**config.mk**
```make
export PLATFORM = sky130hd
export DESIGN_NAME = div_iter_core
export DESIGN_NICKNAME = d
export VERILOG_FILES = /design/src/rtl/div_iter_core.sv
export SDC_FILE = /design/constraint.sdc
export NUM_CORES = 1
export LEC_CHECK = 0
export ABC_AREA = 1
export ABC_CLOCK_PERIOD_IN_PS = 2370
export CAP_MARGIN = 40
export CORE_MARGIN = 3
export CORE_UTILIZATION = 45
export DETAILED_ROUTE_END_ITERATION = 10
export PLACE_DENSITY = 0.68
export SLEW_MARGIN = 20
export SYNTH_ARGS = -nofsm -noshare
export SYNTH_HDL_FRONTEND = slang
export SYNTH_SLANG_ARGS = --single-unit
```
**constraint.sdc**
```tcl
create_clock -name clk -period 2.37 [get_ports clk]
set_input_delay 0.474 -clock clk [delete_from_list [all_inputs] [get_ports clk]]
set_output_delay 0.474 -clock clk [all_outputs]
set_load 0.03 [all_outputs]
```
**src/rtl/div_iter_core.sv**
```systemverilog
// div_iter_core: iterative restoring divider producing one quotient bit per clock.
// Define DIV_SIGNED_EN for two's-complement operands; the default build is unsigned only.
module div_iter_core #(
    parameter int BITS = 8
) (
    input  logic            clk,
    input  logic            reset,
    input  logic            start,
    input  logic [BITS-1:0] dividend,
    input  logic [BITS-1:0] divisor,
    output logic            first_cycle,
    output logic            update,
    output logic            busy,
    output logic            done,
    output logic [BITS-1:0] quotient,
    output logic [BITS-1:0] remainder,
    output logic            div_zero
);

    localparam int CW = $clog2(BITS);

    typedef enum logic [1:0] {
        IDLE = 2'd0,
        CALC = 2'd1,
        DONE = 2'd2
    } state_e;

    state_e          state_q, state_d;
    logic [CW-1:0]   count_q, count_d;
    logic [BITS-1:0] shreg_q, shreg_d;
    logic [BITS-1:0] dvsr_q, dvsr_d;
    logic [BITS-1:0] prem_q, prem_d;
    logic [BITS-1:0] quot_q, quot_d;
    logic [BITS-1:0] rem_q, rem_d;
    logic            done_q, done_d;
    logic            dz_q, dz_d;
    logic            dz_pend_q, dz_pend_d;

    logic [BITS-1:0] p_shift;
    logic [BITS:0]   trial;
    logic            nonneg;
    logic [BITS-1:0] q_step;
    logic [BITS-1:0] r_step;
    logic [BITS-1:0] q_fin;
    logic [BITS-1:0] r_fin;
    logic [BITS-1:0] ld_dvd;
    logic [BITS-1:0] ld_dvs;

`ifdef DIV_SIGNED_EN
    logic negq_q, negq_d;
    logic negr_q, negr_d;

    function automatic logic [BITS-1:0] abs_val(input logic signed [BITS-1:0] v);
        logic signed [BITS-1:0] neg_v;
        neg_v = -v;
        return v[BITS-1] ? $unsigned(neg_v) : $unsigned(v);
    endfunction

    function automatic logic [BITS-1:0] cond_neg(input logic [BITS-1:0] v, input logic neg);
        return neg ? (~v + 1'b1) : v;
    endfunction

    // The core divides magnitudes; signs are restored on the final write.
    // The most-negative value maps to its own bit pattern, which is the correct unsigned magnitude.
    assign ld_dvd = abs_val(dividend);
    assign ld_dvs = abs_val(divisor);
    assign q_fin  = cond_neg(q_step, negq_q);
    assign r_fin  = cond_neg(r_step, negr_q);
`else
    assign ld_dvd = dividend;
    assign ld_dvs = divisor;
    assign q_fin  = q_step;
    assign r_fin  = r_step;
`endif

    // The partial remainder never has its MSB set before the shift, so nothing is lost here.
    assign p_shift = {prem_q[BITS-2:0], shreg_q[BITS-1]};
    assign trial   = {1'b0, p_shift} - {1'b0, dvsr_q};
    assign nonneg  = ~trial[BITS];
    assign q_step  = {shreg_q[BITS-2:0], nonneg};
    assign r_step  = nonneg ? trial[BITS-1:0] : p_shift;

    always_ff @(posedge clk) begin
        if (reset) begin
            state_q   <= IDLE;
            count_q   <= '0;
            shreg_q   <= '0;
            dvsr_q    <= '0;
            prem_q    <= '0;
            quot_q    <= '0;
            rem_q     <= '0;
            done_q    <= 1'b0;
            dz_q      <= 1'b0;
            dz_pend_q <= 1'b0;
`ifdef DIV_SIGNED_EN
            negq_q    <= 1'b0;
            negr_q    <= 1'b0;
`endif
        end else begin
            state_q   <= state_d;
            count_q   <= count_d;
            shreg_q   <= shreg_d;
            dvsr_q    <= dvsr_d;
            prem_q    <= prem_d;
            quot_q    <= quot_d;
            rem_q     <= rem_d;
            done_q    <= done_d;
            dz_q      <= dz_d;
            dz_pend_q <= dz_pend_d;
`ifdef DIV_SIGNED_EN
            negq_q    <= negq_d;
            negr_q    <= negr_d;
`endif
        end
    end

    always_comb begin
        state_d   = state_q;
        count_d   = count_q;
        shreg_d   = shreg_q;
        dvsr_d    = dvsr_q;
        prem_d    = prem_q;
        quot_d    = quot_q;
        rem_d     = rem_q;
        done_d    = 1'b0;
        dz_d      = dz_q;
        dz_pend_d = dz_pend_q;
`ifdef DIV_SIGNED_EN
        negq_d    = negq_q;
        negr_d    = negr_q;
`endif
        unique case (state_q)
            IDLE: begin
                if (start) begin
                    shreg_d = ld_dvd;
                    dvsr_d  = ld_dvs;
                    prem_d  = '0;
                    count_d = '0;
                    dz_d    = 1'b0;
`ifdef DIV_SIGNED_EN
                    negq_d  = dividend[BITS-1] ^ divisor[BITS-1];
                    negr_d  = dividend[BITS-1];
`endif
                    if (divisor == '0) begin
                        state_d   = DONE;
                        quot_d    = '1;
                        rem_d     = dividend;
                        dz_pend_d = 1'b1;
                    end else begin
                        state_d   = CALC;
                        dz_pend_d = 1'b0;
                    end
                end
            end
            CALC: begin
                prem_d  = r_step;
                shreg_d = q_step;
                count_d = count_q + CW'(1);
                if (count_q == CW'(BITS - 1)) begin
                    state_d = DONE;
                    quot_d  = q_fin;
                    rem_d   = r_fin;
                end
            end
            DONE: begin
                // done and div_zero are registered so they rise together one cycle later.
                state_d = IDLE;
                done_d  = 1'b1;
                dz_d    = dz_pend_q;
            end
            default: state_d = IDLE;
        endcase
    end

    assign busy        = (state_q == CALC);
    assign first_cycle = (state_q == CALC) && (count_q == '0);
    assign update      = (state_q == CALC) && nonneg;
    assign done        = done_q;
    assign quotient    = quot_q;
    assign remainder   = rem_q;
    assign div_zero    = dz_q;

endmodule

```
==> flow_metrics.tcl <==
set metrics [dict create \
    antenna_found_initial 0 \
    skew_ns 0.007305 \
    grt.total_usage_pct 20.00 \
    syn_nets 394 \
    setup.worst_path.start "prem_q[5]$_SDFFE_PP0P_" \
    cts_hold_buf 0 \
    nets 439 \
    synth_cells 363 \
    tightest_slew_ns 0.3989 \
    ys_ff_latch 47 \
    ir_drop_v 0.0003972 \
    fp.dieArea_um2 6479 \
    n_antenna_cell 0 \
    cpPeakStageDelay_ns 0.41 \
    grt_pass1_vias 2227 \
    power_density_nw_per_um2 644.9 \
    yosys_warnings 0 \
    instances_no_fill 479 \
    min_delay_path_depth 2 \
    die_h_um 80.50 \
    maxSlewViolCount 0 \
    switchingPower_mw 0.6822 \
    worstRegToRegCells 14 \
    rrSetupSlack_ns 0.34 \
    coreArea_um2 5238 \
    p_sw_share_pct 34.13 \
    crit_chain "ha_1, nand2_1, inv_1, a21oi_1, a21oi_4, buf_6" \
    postRouteAntennaNets 0 \
    seq_area_um2 942.2 \
    cp.buffers_inverters 2 \
    drt_wl_total_um 5950 \
    synthToLayoutAreaGrowth_pct 24.10 \
    clock-root-buffer "clkbuf_8" \
    timing.final.crit_share_pct 96.29 \
    cts-buffers-inserted 5 \
    io_buffers 39 \
    crit_arrival_ns 1.81 \
    critPathTopFamily "compound AO/OA/AOI/OAI gates" \
    grt_max_degree 27 \
    fill_cells 517 \
    gp_congestion 0.8495 \
    p_int_mw 1.316 \
    multi_input_area_um2 1282 \
    syn-mean-instance-area_um2 6.880 \
    clk_pin_slew_ns 0.09 \
    setup_viol 0 \
    ys_types 29 \
    max_cap_violations 0 \
    grt-ovfl-total 0 \
    hp-class "flip-flop to flip-flop" \
    crit_type "flip-flop to output port" \
    drc_errors 0 \
    drt_iter0_drc 149 \
    hpwlAfterDp_um 4418 \
    fmax_ghz 0.4382 \
    timing.rr.end "remainder[6]$_SDFFE_PP0P_" \
    slew_headroom_pct 73.41 \
    ios 40 \
    insertion_delay_ns 0.31 \
    via_per_inst 4.939 \
    p_seq_share_pct 44.5 \
    pwr-share-comb_pct 29.3 \
    drive_gt1_share_pct 9.291 \
    worstSetupEndpointType "output port" \
    fp.dieW_um 80.50 \
    status "completed" \
    clock_power_share_pct 26.2 \
    placedCellCount 469 \
    setup-tns-final_ns 0 \
    clock_sinks 47 \
    final.min_clock_period_ns 2.282 \
    cp_slowest_cell "dfxtp_1" \
    rsz0062_at_grt "false" \
    critPathLaunchType "flip-flop" \
    leakage_nw 1.457 \
    start_util_pct 47.68 \
    vias 2366 \
    first_pass_iters 4 \
    htree_num_levels 2 \
    hold_violations 0 \
    endpoint "update" \
    drt-wirelength-per-cell_um 12.42 \
    cp.depth 6 \
    cp_max_fo 5 \
    clk_path_buf_depth 2 \
    rows 26 \
    cts_tree "yes" \
    syn_area_um2 2497 \
    worstReg2RegStart "shreg_q[7]$_SDFFE_PP0P_" \
    grt_first_pass_wirelength_um 10130 \
    synth_seq_area_share_pct 37.68 \
    cp_data_required_time_ns 1.90 \
]
Yosys cell counts, drive strengths merged:
master / n / area share [%]
nor2: 25 / 4.1
fa: 1 / 0.80
a31oi: 7 / 1.8
nand3: 29 / 6.0
or2: 2 / 0.50
nand3b: 4 / 1.2
o211ai: 7 / 2.1
ha: 11 / 5.5
nand4: 1 / 0.25
a21oi: 32 / 6.7
inv: 61 / 9.2
clkbuf: 3 / 0.45
clkinv: 1 / 0.15
buf: 7 / 1.7
nand2: 103 / 16
dfxtp: 47 / 38
o21ai: 20 / 4.9
xor2: 1 / 0.35
o211a: 1 / 0.40
worst min-delay path: cells and delay by family, from the launching register on:
kind	cells	cell delay, ns
AOI/OAI and AO/OA	1	0.05
and+or+nand+nor	1	0.06
DFF	1	0.32
flip-flops by register name, indices dropped and copies added (netlist names):
signal,flops
dvsr_q,8
quotient,8
remainder,8
shreg_q,8
prem_q,7
count_q,3
state_q,2
div_zero,1
done,1
dz_pend_q,1
final cells by class:
| cell class | instances | area share, % |
|---|---|---|
| clock inverters | 1 | 0.2826 |
| multi-input cells | 244 | 41.38 |
| well taps | 70 | 2.826 |
| repair buffers | 48 | 14.82 |
| flip-flops and latches | 47 | 30.40 |
| inverters | 62 | 7.509 |
| clock buffers | 7 | 2.786 |
routing by layer:
layer  up-vias  routed length (um)  share of wire, %  GRT usage, %
met2        64                2691                45         32.37
li1       1242                   -                 -             -
met3        14                 231               3.9         4.148
met5         -                   0                 0             0
met1      1046                2907                49         26.56
met4         0                 119               2.0         6.250
repair_timing:
action | 4_1_cts | 5_1_grt
setup buffers | 1 | 1
setup endpoints to repair | 1 | 1
hold endpoints to repair | 0 | 0
resized for setup | 3 | 3
pin swaps | 1 | 2
layout by cell type (no fill, tap or decap), types with 2 or more instances in the layout:
cell             netlist  final
nor2_2                 3      3
ha_1                  11     11
dfxtp_1               47     46
clkdlybuf4s50_1        0     38
o21ai_4                2      2
inv_2                  3      4
nand2_1               99     98
nor2_1                22     22
nand3_1               28     28
nand2_2                2      3
clkbuf_8               0      6
o211ai_1               7      7
o21ai_0               18     18
a21oi_1               30     30
or2_2                  2      2
inv_1                 58     57
buf_4                  1      9
a31oi_1                7      7
nand2_4                2      2
nand3b_1               4      4
power by group through the flow:
stage / Sequential (mW) / Clock [mW] / Combinational [mW]
finish: 0.890 / 0.524 / 0.585
global route: 0.897 / 0.574 / 0.652
CTS: 0.889 / 0.537 / 0.572
detailed placement: 0.907 / 0 / 0.561
global placement: 0.905 / 0 / 0.551
floorplan: 0.933 / 0 / 0.357
how the worst min path moves through the flow:
stage                                        start                  endpoint  slack, ns
after floorplan             dvsr_q[2]$_SDFFE_PP0P_    dvsr_q[2]$_SDFFE_PP0P_       0.44
after global placement      dvsr_q[2]$_SDFFE_PP0P_    dvsr_q[2]$_SDFFE_PP0P_       0.45
after detailed placement    dvsr_q[2]$_SDFFE_PP0P_    dvsr_q[2]$_SDFFE_PP0P_       0.45
after CTS                   dvsr_q[2]$_SDFFE_PP0P_    dvsr_q[2]$_SDFFE_PP0P_       0.47
after global routing      quotient[2]$_SDFFE_PP0P_  quotient[2]$_SDFFE_PP0P_       0.49
final                     quotient[2]$_SDFFE_PP0P_  quotient[2]$_SDFFE_PP0P_       0.47
metrics by stage:
stage	area (um^2)	worst slack [ns]	total power, mW	hold WS, ns	utilization [%]
2_1_floorplan	2497	0.3934	1.291	0.4353	-
3_3_place_gp	2972	0.3253	1.457	0.4542	56.74
3_5_place_dp	2972	0.2300	1.468	0.4533	56.74
4_1_cts	3088	0.02046	1.999	0.4685	58.96
5_1_grt	3099	0.007360	2.123	0.4862	59.17
6_report	3099	0.08803	1.999	0.4665	59.17
kinds of logic after synthesis:
| kind of cell | share of synthesized area (%) |
|---|---|
| buffers and inverters | 11.47 |
| AO/OA/AOI/OAI | 15.88 |
| flip-flops | 37.68 |
| adder cells (fa/ha/maj) | 6.313 |
| XOR/XNOR | 0.3508 |
| AND/OR/NAND/NOR | 28.31 |
(Power assumes the default switching activity.)
